==> config.mk <==
export PLATFORM = sky130hd
export DESIGN_NAME = alu_seq_ctrl
export DESIGN_NICKNAME = d
export VERILOG_FILES = /design/src/rtl/alu_seq_pkg.sv /design/src/rtl/alu_seq_opcnt.sv /design/src/rtl/alu_seq_ctrl.sv
export SDC_FILE = /design/constraint.sdc
export NUM_CORES = 1
export LEC_CHECK = 0
export CAP_MARGIN = 10
export CORE_UTILIZATION = 60
export CTS_BUF_LIST = sky130_fd_sc_hd__clkbuf_4
export DETAILED_ROUTE_END_ITERATION = 10
export DONT_BUFFER_PORTS = 1
export PLACE_DENSITY = 0.85
export SETUP_SLACK_MARGIN = 0.3
export SYNTH_ARGS = -nofsm -noshare
export SYNTH_HDL_FRONTEND = slang
export SYNTH_SLANG_ARGS = --single-unit
==> constraint.sdc <==
create_clock -name clk -period 1.9 [get_ports clk]
set_input_delay 0.38 -clock clk [delete_from_list [all_inputs] [get_ports clk]]
set_output_delay 0.38 -clock clk [all_outputs]
set_load 0.01 [all_outputs]
==> src/rtl/alu_seq_pkg.sv <==
// Shared constants for the ALU sequencer: FSM state encoding, default widths,
// and the width of the EXEC wait counter.
package alu_seq_pkg;

    localparam int DATA_W_DEF = 16;
    localparam int OP_W_DEF   = 3;

    // EXEC_WAIT ranges 0..15, so a 4-bit counter covers it
    localparam int EXEC_CNT_W = 4;

    // Completed-operation counter width
    localparam int OPCNT_W    = 16;

    // FSM state encoding (3-bit, kept as plain constants for legacy tools)
    localparam logic [2:0] ST_IDLE   = 3'd0;
    localparam logic [2:0] ST_LOAD_A = 3'd1;
    localparam logic [2:0] ST_LOAD_B = 3'd2;
    localparam logic [2:0] ST_EXEC   = 3'd3;
    localparam logic [2:0] ST_DRIVE  = 3'd4;
    localparam logic [2:0] ST_RESP   = 3'd5;

endpackage

==> src/rtl/alu_seq_opcnt.sv <==
// 16-bit saturating counter of completed ALU operations.
// Increments once per inc pulse, sticks at all-ones, cleared only by reset.
module alu_seq_opcnt
    import alu_seq_pkg::*;
(
    input  logic               clk,
    input  logic               rst,
    input  logic               inc,
    output logic [OPCNT_W-1:0] count
);

    logic [OPCNT_W-1:0] count_reg;

    // Count completions; hold once the counter reaches its maximum
    always_ff @(posedge clk or negedge rst) begin
        if (!rst) begin
            count_reg <= '0;
        end else if (inc && (count_reg != '1)) begin
            count_reg <= count_reg + 1'b1;
        end
    end

    assign count = count_reg;

endmodule

==> src/rtl/alu_seq_ctrl.sv <==
// ALU datapath sequencer. Takes one {op, a, b} instruction per handshake and walks
// the datapath through LOAD_A, LOAD_B, EXEC, DRIVE, then offers the captured result.
// All outputs are registered: the next-state decode is computed combinationally and
// the strobes are loaded into flops together with the state.
// Optional feature: define ALU_SEQ_OPCOUNT_EN to enable the completed-op counter;
// otherwise op_count is tied to zero.
module alu_seq_ctrl
    import alu_seq_pkg::*;
#(
    parameter int DATA_W    = DATA_W_DEF,
    parameter int OP_W      = OP_W_DEF,
    parameter int EXEC_WAIT = 0
)(
    input  logic               clk,
    input  logic               rst,
    input  logic               instr_valid,
    output logic               instr_ready,
    input  logic [OP_W-1:0]    instr_op,
    input  logic [DATA_W-1:0]  instr_a,
    input  logic [DATA_W-1:0]  instr_b,
    output logic               result_valid,
    input  logic               result_ready,
    output logic [DATA_W-1:0]  result_data,
    output logic [DATA_W-1:0]  bus_drv,
    input  logic [DATA_W-1:0]  dp_bus,
    output logic [OP_W-1:0]    opCode,
    output logic               ALUin1,
    output logic               ALUin2,
    output logic               ALU_outlach,
    output logic               ALU_outEN,
    output logic [OPCNT_W-1:0] op_count
);

    localparam logic [EXEC_CNT_W-1:0] EXEC_WAIT_C = EXEC_CNT_W'(EXEC_WAIT);

    logic [2:0]            state_reg,        state_next;
    logic [OP_W-1:0]       op_reg,           op_next;
    logic [DATA_W-1:0]     a_reg,            a_next;
    logic [DATA_W-1:0]     b_reg,            b_next;
    logic [DATA_W-1:0]     result_reg,       result_next;
    logic [EXEC_CNT_W-1:0] wait_cnt_reg,     wait_cnt_next;

    logic                  instr_ready_reg,  instr_ready_next;
    logic                  alu_in1_reg,      alu_in1_next;
    logic                  alu_in2_reg,      alu_in2_next;
    logic                  alu_outlach_reg,  alu_outlach_next;
    logic                  alu_out_en_reg,   alu_out_en_next;
    logic                  result_valid_reg, result_valid_next;
    logic [DATA_W-1:0]     bus_drv_reg,      bus_drv_next;
    logic [OP_W-1:0]       op_code_reg,      op_code_next;

    logic                  accept;

    // instr_ready is itself registered, so right after reset release the FSM sits in
    // IDLE for one cycle without accepting anything.
    assign accept = instr_valid && instr_ready_reg;

    // Next-state logic and operand/result holding registers
    always_comb begin
        state_next    = state_reg;
        op_next       = op_reg;
        a_next        = a_reg;
        b_next        = b_reg;
        result_next   = result_reg;
        wait_cnt_next = wait_cnt_reg;
        case (state_reg)
            ST_IDLE: begin
                if (accept) begin
                    state_next = ST_LOAD_A;
                    op_next    = instr_op;
                    a_next     = instr_a;
                    b_next     = instr_b;
                end
            end
            ST_LOAD_A: state_next = ST_LOAD_B;
            ST_LOAD_B: begin
                state_next    = ST_EXEC;
                wait_cnt_next = '0;
            end
            ST_EXEC: begin
                // The cycle that carries the latch strobe is the last one in EXEC
                if (alu_outlach_reg) begin
                    state_next = ST_DRIVE;
                end else begin
                    wait_cnt_next = wait_cnt_reg + 1'b1;
                end
            end
            ST_DRIVE: begin
                state_next  = ST_RESP;
                result_next = dp_bus;
            end
            ST_RESP: begin
                if (result_ready) begin
                    state_next = ST_IDLE;
                end
            end
            default: state_next = ST_IDLE;
        endcase
    end

    // Output decode from the upcoming state so every output comes straight from a flop
    always_comb begin
        instr_ready_next  = (state_next == ST_IDLE);
        alu_in1_next      = (state_next == ST_LOAD_A);
        alu_in2_next      = (state_next == ST_LOAD_B);
        alu_outlach_next  = (state_next == ST_EXEC) && (wait_cnt_next == EXEC_WAIT_C);
        alu_out_en_next   = (state_next == ST_DRIVE);
        result_valid_next = (state_next == ST_RESP);
        bus_drv_next      = '0;
        if (state_next == ST_LOAD_A) begin
            bus_drv_next = a_next;
        end else if (state_next == ST_LOAD_B) begin
            bus_drv_next = b_next;
        end
        op_code_next = '0;
        if (state_next inside {ST_LOAD_A, ST_LOAD_B, ST_EXEC, ST_DRIVE}) begin
            op_code_next = op_next;
        end
    end

    // State, held operands and registered outputs; reset aborts any operation
    always_ff @(posedge clk or negedge rst) begin
        if (!rst) begin
            state_reg        <= ST_IDLE;
            op_reg           <= '0;
            a_reg            <= '0;
            b_reg            <= '0;
            result_reg       <= '0;
            wait_cnt_reg     <= '0;
            instr_ready_reg  <= 1'b0;
            alu_in1_reg      <= 1'b0;
            alu_in2_reg      <= 1'b0;
            alu_outlach_reg  <= 1'b0;
            alu_out_en_reg   <= 1'b0;
            result_valid_reg <= 1'b0;
            bus_drv_reg      <= '0;
            op_code_reg      <= '0;
        end else begin
            state_reg        <= state_next;
            op_reg           <= op_next;
            a_reg            <= a_next;
            b_reg            <= b_next;
            result_reg       <= result_next;
            wait_cnt_reg     <= wait_cnt_next;
            instr_ready_reg  <= instr_ready_next;
            alu_in1_reg      <= alu_in1_next;
            alu_in2_reg      <= alu_in2_next;
            alu_outlach_reg  <= alu_outlach_next;
            alu_out_en_reg   <= alu_out_en_next;
            result_valid_reg <= result_valid_next;
            bus_drv_reg      <= bus_drv_next;
            op_code_reg      <= op_code_next;
        end
    end

    assign instr_ready  = instr_ready_reg;
    assign ALUin1       = alu_in1_reg;
    assign ALUin2       = alu_in2_reg;
    assign ALU_outlach  = alu_outlach_reg;
    assign ALU_outEN    = alu_out_en_reg;
    assign result_valid = result_valid_reg;
    assign result_data  = result_reg;
    assign bus_drv      = bus_drv_reg;
    assign opCode       = op_code_reg;

`ifdef ALU_SEQ_OPCOUNT_EN
    logic op_done;

    // One completion per RESP handshake
    assign op_done = (state_reg == ST_RESP) && result_ready;

    alu_seq_opcnt u_opcnt (
        .clk   (clk),
        .rst   (rst),
        .inc   (op_done),
        .count (op_count)
    );
`else
    assign op_count = '0;
`endif

endmodule
Word-level counts from Yosys, hierarchy flattened. Cells that the tools add are included.

Register bits after elaboration: 83. Latch bits: 0. Bits in writable memories: 0. Bits in read-only memories: 0. Output and inout bits: 57. Memories: 0.

$add $sub $neg: 1. Multiply operators: 0. Divide/modulo/power cells: 0. $lt $le $gt $ge: 0. Equality and inequality tests: 10. Shifts and indexed selects: 0. Multiplexer cells: 15. Bitwise gates (word level): 0. Reductions and logical operators: 6.

Operators with widths (count): two-way mux 16 bit (6); two-way mux 3 bit (6); case mux 3 bit (6 select lines) (1); == test 3 x 2 -> 1 bit, second input constant (4); == test 3 bit, second input constant (4); case mux 4 bit (2 select lines) (1); == test 3 x 1 -> 1 bit, second input constant (2); logical NOT 3 bit (2); adder 4 x 1 -> 4 bit, second input constant (1); logical NOT 4 bit (1); two-way mux 4 bit (1); nonzero test 4 bit (1); logical AND 1 bit (2).

Longest topological paths before layout.
Depth after elaboration: 6. Mapped depth: 6. Mapped depth without buffers: 4.

Worst setup path before layout. OpenSTA, ideal clock, no wires.

Path type: register -> register. Start point: reg state_reg[2]. End point: reg alu_outlach_reg, in the netlist ALU_outlach. Library setup time: 95 ps. Arrival: 1466 ps. Data required time: 1805 ps. Path slack: 339 ps. Stages on the path, launching flop included: 6. Period minus slack after synthesis: 1561 ps. Path through: dfrtp_1 -> buf_6 -> nand2b_4 -> buf_6 -> or4b_4 -> o32ai_2.

Cells in the longest elaborated chain, start to end: 4.

Ends and longest elaborated chain: from (decl) (line alu_seq_ctrl.sv:36) `logic [2:0] state_reg, state_next;`; from (signal assigned) (line alu_seq_ctrl.sv:139) `state_reg <= state_next;`; == test 3 bit, or another cell as far along (line alu_seq_ctrl.sv:66) `case (state_reg)`; case mux 3 bit (6 select lines) or case mux 4 bit (2 select lines) (tied branches) (line alu_seq_ctrl.sv:66); == test 3 x 2 -> 1 bit or logical NOT 4 bit (tied branches) (line alu_seq_ctrl.sv:106) `alu_outlach_next = (state_next == ST_EXEC) && (wait_cnt_next == EXEC_WAIT_C);`; logical AND 1 bit * (line alu_seq_ctrl.sv:106); net alu_outlach_next (line alu_seq_ctrl.sv:46) `logic alu_outlach_reg, alu_outlach_next;`; to (signal assigned) (line alu_seq_ctrl.sv:148) `alu_outlach_reg <= alu_outlach_next;`; to (decl) (line alu_seq_ctrl.sv:46).

The timed path passes the listed nets; every way through them passes the cells marked *. A chain may end at the register's enable or synchronous reset.

Worst setup path after layout.
Start point: reg wait_cnt_reg[1]. End point: reg alu_outlach_reg, in the netlist ALU_outlach.

Cells in the longest elaborated chain, start to end: 5.

Ends and longest elaborated chain: from (decl) (line alu_seq_ctrl.sv:41) `logic [EXEC_CNT_W-1:0] wait_cnt_reg, wait_cnt_next;`; from (signal assigned) (line alu_seq_ctrl.sv:144) `wait_cnt_reg <= wait_cnt_next;`; adder 4 x 1 -> 4 bit (line alu_seq_ctrl.sv:85) `wait_cnt_next = wait_cnt_reg + 1'b1;`; two-way mux 4 bit (line alu_seq_ctrl.sv:82) `if (alu_outlach_reg) begin`; case mux 4 bit (2 select lines) * (line alu_seq_ctrl.sv:66); logical NOT 4 bit * (line alu_seq_ctrl.sv:106); logical AND 1 bit * (line alu_seq_ctrl.sv:106); net alu_outlach_next (line alu_seq_ctrl.sv:46).

Marks and branches as above.

==> flow_summary.yaml <==
status:
  status: "complete, but fails checks"
  violations: "hold timing"
critical_path:
  regToRegStartpoint: "wait_cnt_reg[1]$_DFF_PN0_"
  path_max_fanout: 2
  path_class: "register to register"
  crit_end: "ALU_outlach$_DFF_PN0_"
  reg2reg_depth: 3
  max_stage_delay_ns: 0.54
  rrSetupSlack_ns: 0.34
  startpoint: "wait_cnt_reg[1]$_DFF_PN0_"
  worstSetupEndpointType: "register"
  crit_required_ns: 2.19
  path_cells: "ha_1, or4b_4, o32ai_2"
  cp_slowest_cell: "or4b_4"
  reg2reg_to: "ALU_outlach$_DFF_PN0_"
  cp-start-kind: "register"
  critPathArrivalTime_ns: 1.85
synth:
  yosys_warnings: 0
  synth_ff_type: "dfrtp_1"
  synth-seq-cells: 67
  ys_top_cells_by_area: "dfrtp_1, mux2_2, a22o_1"
  synth_top_cell_by_area: "dfrtp_1"
  async_reset_ff_frac: 1.00
  synth.avg_cell_area_um2: 14.0
  synth_edf_count: 0
  ys_seq_area_frac: 0.605
  synthCells: 198
  synth_top_cell_area_share: 0.605
  synth_area_mm2: 0.00277
  netlist-cell-type-count: 35
clock_tree:
  cts_buffers: 9
  clk_latency_ns: 0.38
  root_buffer: "clkbuf_4"
  clkTransAtPathRegs_ns: 0.09
  cts_tree: "done"
  h-tree-depth: 3
  clock-sinks: 67
  clockBufferDepth: 2
finish:
  diodes: 0
  final_common_cell: "dfrtp_1"
  nets: 261
  final_cells: 260
  area_delta_synth_final_pct: 3.88
  n_fill_cell: 348
  mostFrequentLayoutCells: "dfrtp_1, mux2_2, a22o_1, conb_1, clkbuf_4"
  drive_gt1_frac: 0.322
timing:
  setup_violations: 0
  slew_violations: 0
  whs_ns: -0.320
  rsz0062_at_grt: "no"
  fin_setup_tns_ns: 0
  fin_crit_sh: 0.821
  hold_violations: 67
  max_freq_ghz: 0.641
  skew_ns: 0.00979
  min_period_ns: 1.56
  tightest_slew_ns: 0.495
  relSlewSlack: 0.668
floorplan:
  die_area_mm2: 0.00490
  core_area_mm2: 0.00438
  start_util: 0.632
  num_rows: 24
  ioPinCount: 112
  dieWidth_um: 70.0
  fp.dieH_um: 70.0
pwr:
  ir_drop_mv: 0.675
  finalPower_mw: 4.50
  power_density_mw_per_mm2: 1560
  p_leak_nw: 1.36
place:
  portBuffers: 0
  place_hpwl_um: 3370
  place.gp.congestion: 0.733
  placed_cells: 242
global_route:
  grt_use_total: 0.203
  grt_pass1_wl_um: 7420
  antenna_found_initial: 0
  grt_overflow_total: 0
  grt_pass1_vias: 1480
  grt_max_degree: 68
min_path:
  hold_class: "primary input to async pin"
detailed_routing:
  drtIter0Drc: 73
  firstDrtPassIters: 4
  dr_total_vias: 1518
  viasPerCell: 5.84
  route.detailed.drc: 0
  avgRoutedWirePerCell_um: 18.2
  ant_nets: 0
  routed_wl_um: 4740
flow_run:
  cap_viol_max_count: 0
-- cell type report --
class | count | area (um^2) | area share
Clock buffer | 10 | 75.1 | 0.0261
Clock inverter | 4 | 43.8 | 0.0152
Inverter | 2 | 7.51 | 0.00261
Multi-Input combinational cell | 115 | 920 | 0.319
Sequential cell | 67 | 1680 | 0.583
Tap cell | 52 | 65.1 | 0.0226
Timing Repair Buffer | 10 | 91.3 | 0.0317
-- routing by layer --
metal	part of all wire	global-route usage	routed length [um]
met3	0.092	0.0952	438
met2	0.52	0.334	2480
met4	0.028	0.113	131
met5	0	0	0
met1	0.36	0.214	1700
-- cells in the mapped netlist, types with 2 or more instances --
master    count
a21oi_1       6
a22o_1       16
and2_1        2
buf_2         2
buf_4        17
buf_6         7
clkbuf_1      3
dfrtp_1      67
inv_1         2
mux2_2       35
nand2_1       8
nand2b_1      2
nand3_1       2
nor2_1        3
nor3_2        2
o21ai_0       5
-- worst min-delay path by stage --
stage,start,endpoint,slack [ns],depth (start not counted)
floorplan,rst,ALU_outEN$_DFF_PN0_,0.08,0
global placement,rst,bus_drv[8]$_DFF_PN0_,0.09,0
detailed placement,rst,bus_drv[8]$_DFF_PN0_,0.09,0
CTS,rst,result_data[7]$_DFFE_PN0N_,-0.36,0
global route,rst,result_data[5]$_DFFE_PN0N_,-0.37,0
finish,rst,bus_drv[8]$_DFF_PN0_,-0.32,0
-- where the power goes --
group          internal [mW]  switching (mW)
registers               2.00           0.513
clock network          0.394           0.438
logic                  0.645           0.510
-- stage by stage --
| stage | area [um^2] | hold slack (ns) | util | worst slack, ns |
|---|---|---|---|---|
| 3_3_place_gp | 2710 | 0.0855 | 0.618 | 0.320 |
| 6_report | 2880 | -0.320 | 0.657 | 0.340 |
| 2_1_floorplan | 2830 | 0.0844 | - | 0.339 |
| 5_1_grt | 2880 | -0.366 | 0.657 | 0.313 |
| 4_1_cts | 2860 | -0.358 | 0.653 | 0.317 |
| 3_5_place_dp | 2710 | 0.0851 | 0.618 | 0.229 |
-- what timing repair did --
item	in CTS	in global routing
setup endpoints to repair	13	7
resized for setup	5	2
cloned	0	0
pin swaps	0	2
setup buffers	2	2
endpoints found under the hold margin	67	67
-- logic make-up (layout without fill, tap and decap cells) --
| group | Yosys count | in the layout | share of synthesized area |
|---|---|---|---|
| flops | 67 | 67 | 0.605 |
| mux | 35 | 35 | 0.142 |
| compound gates | 33 | 33 | 0.0912 |
| buf+inv | 31 | 26 | 0.0848 |
| simple gates | 28 | 28 | 0.0650 |
| xor+xnor | 2 | 2 | 0.00632 |
| fa+ha+maj | 1 | 1 | 0.00451 |
| other cells | 1 | 16 | 0.00135 |
-- worst max-delay path, delay by kind of cell (launching register included) --
family	cells	cell delay [ns]
DFF	1	0.41
adders and majority gates	1	0.33
and+or+nand+nor	1	0.54
AOI/OAI and AO/OA	1	0.20
Note: power is estimated with default switching activity, not from simulation.
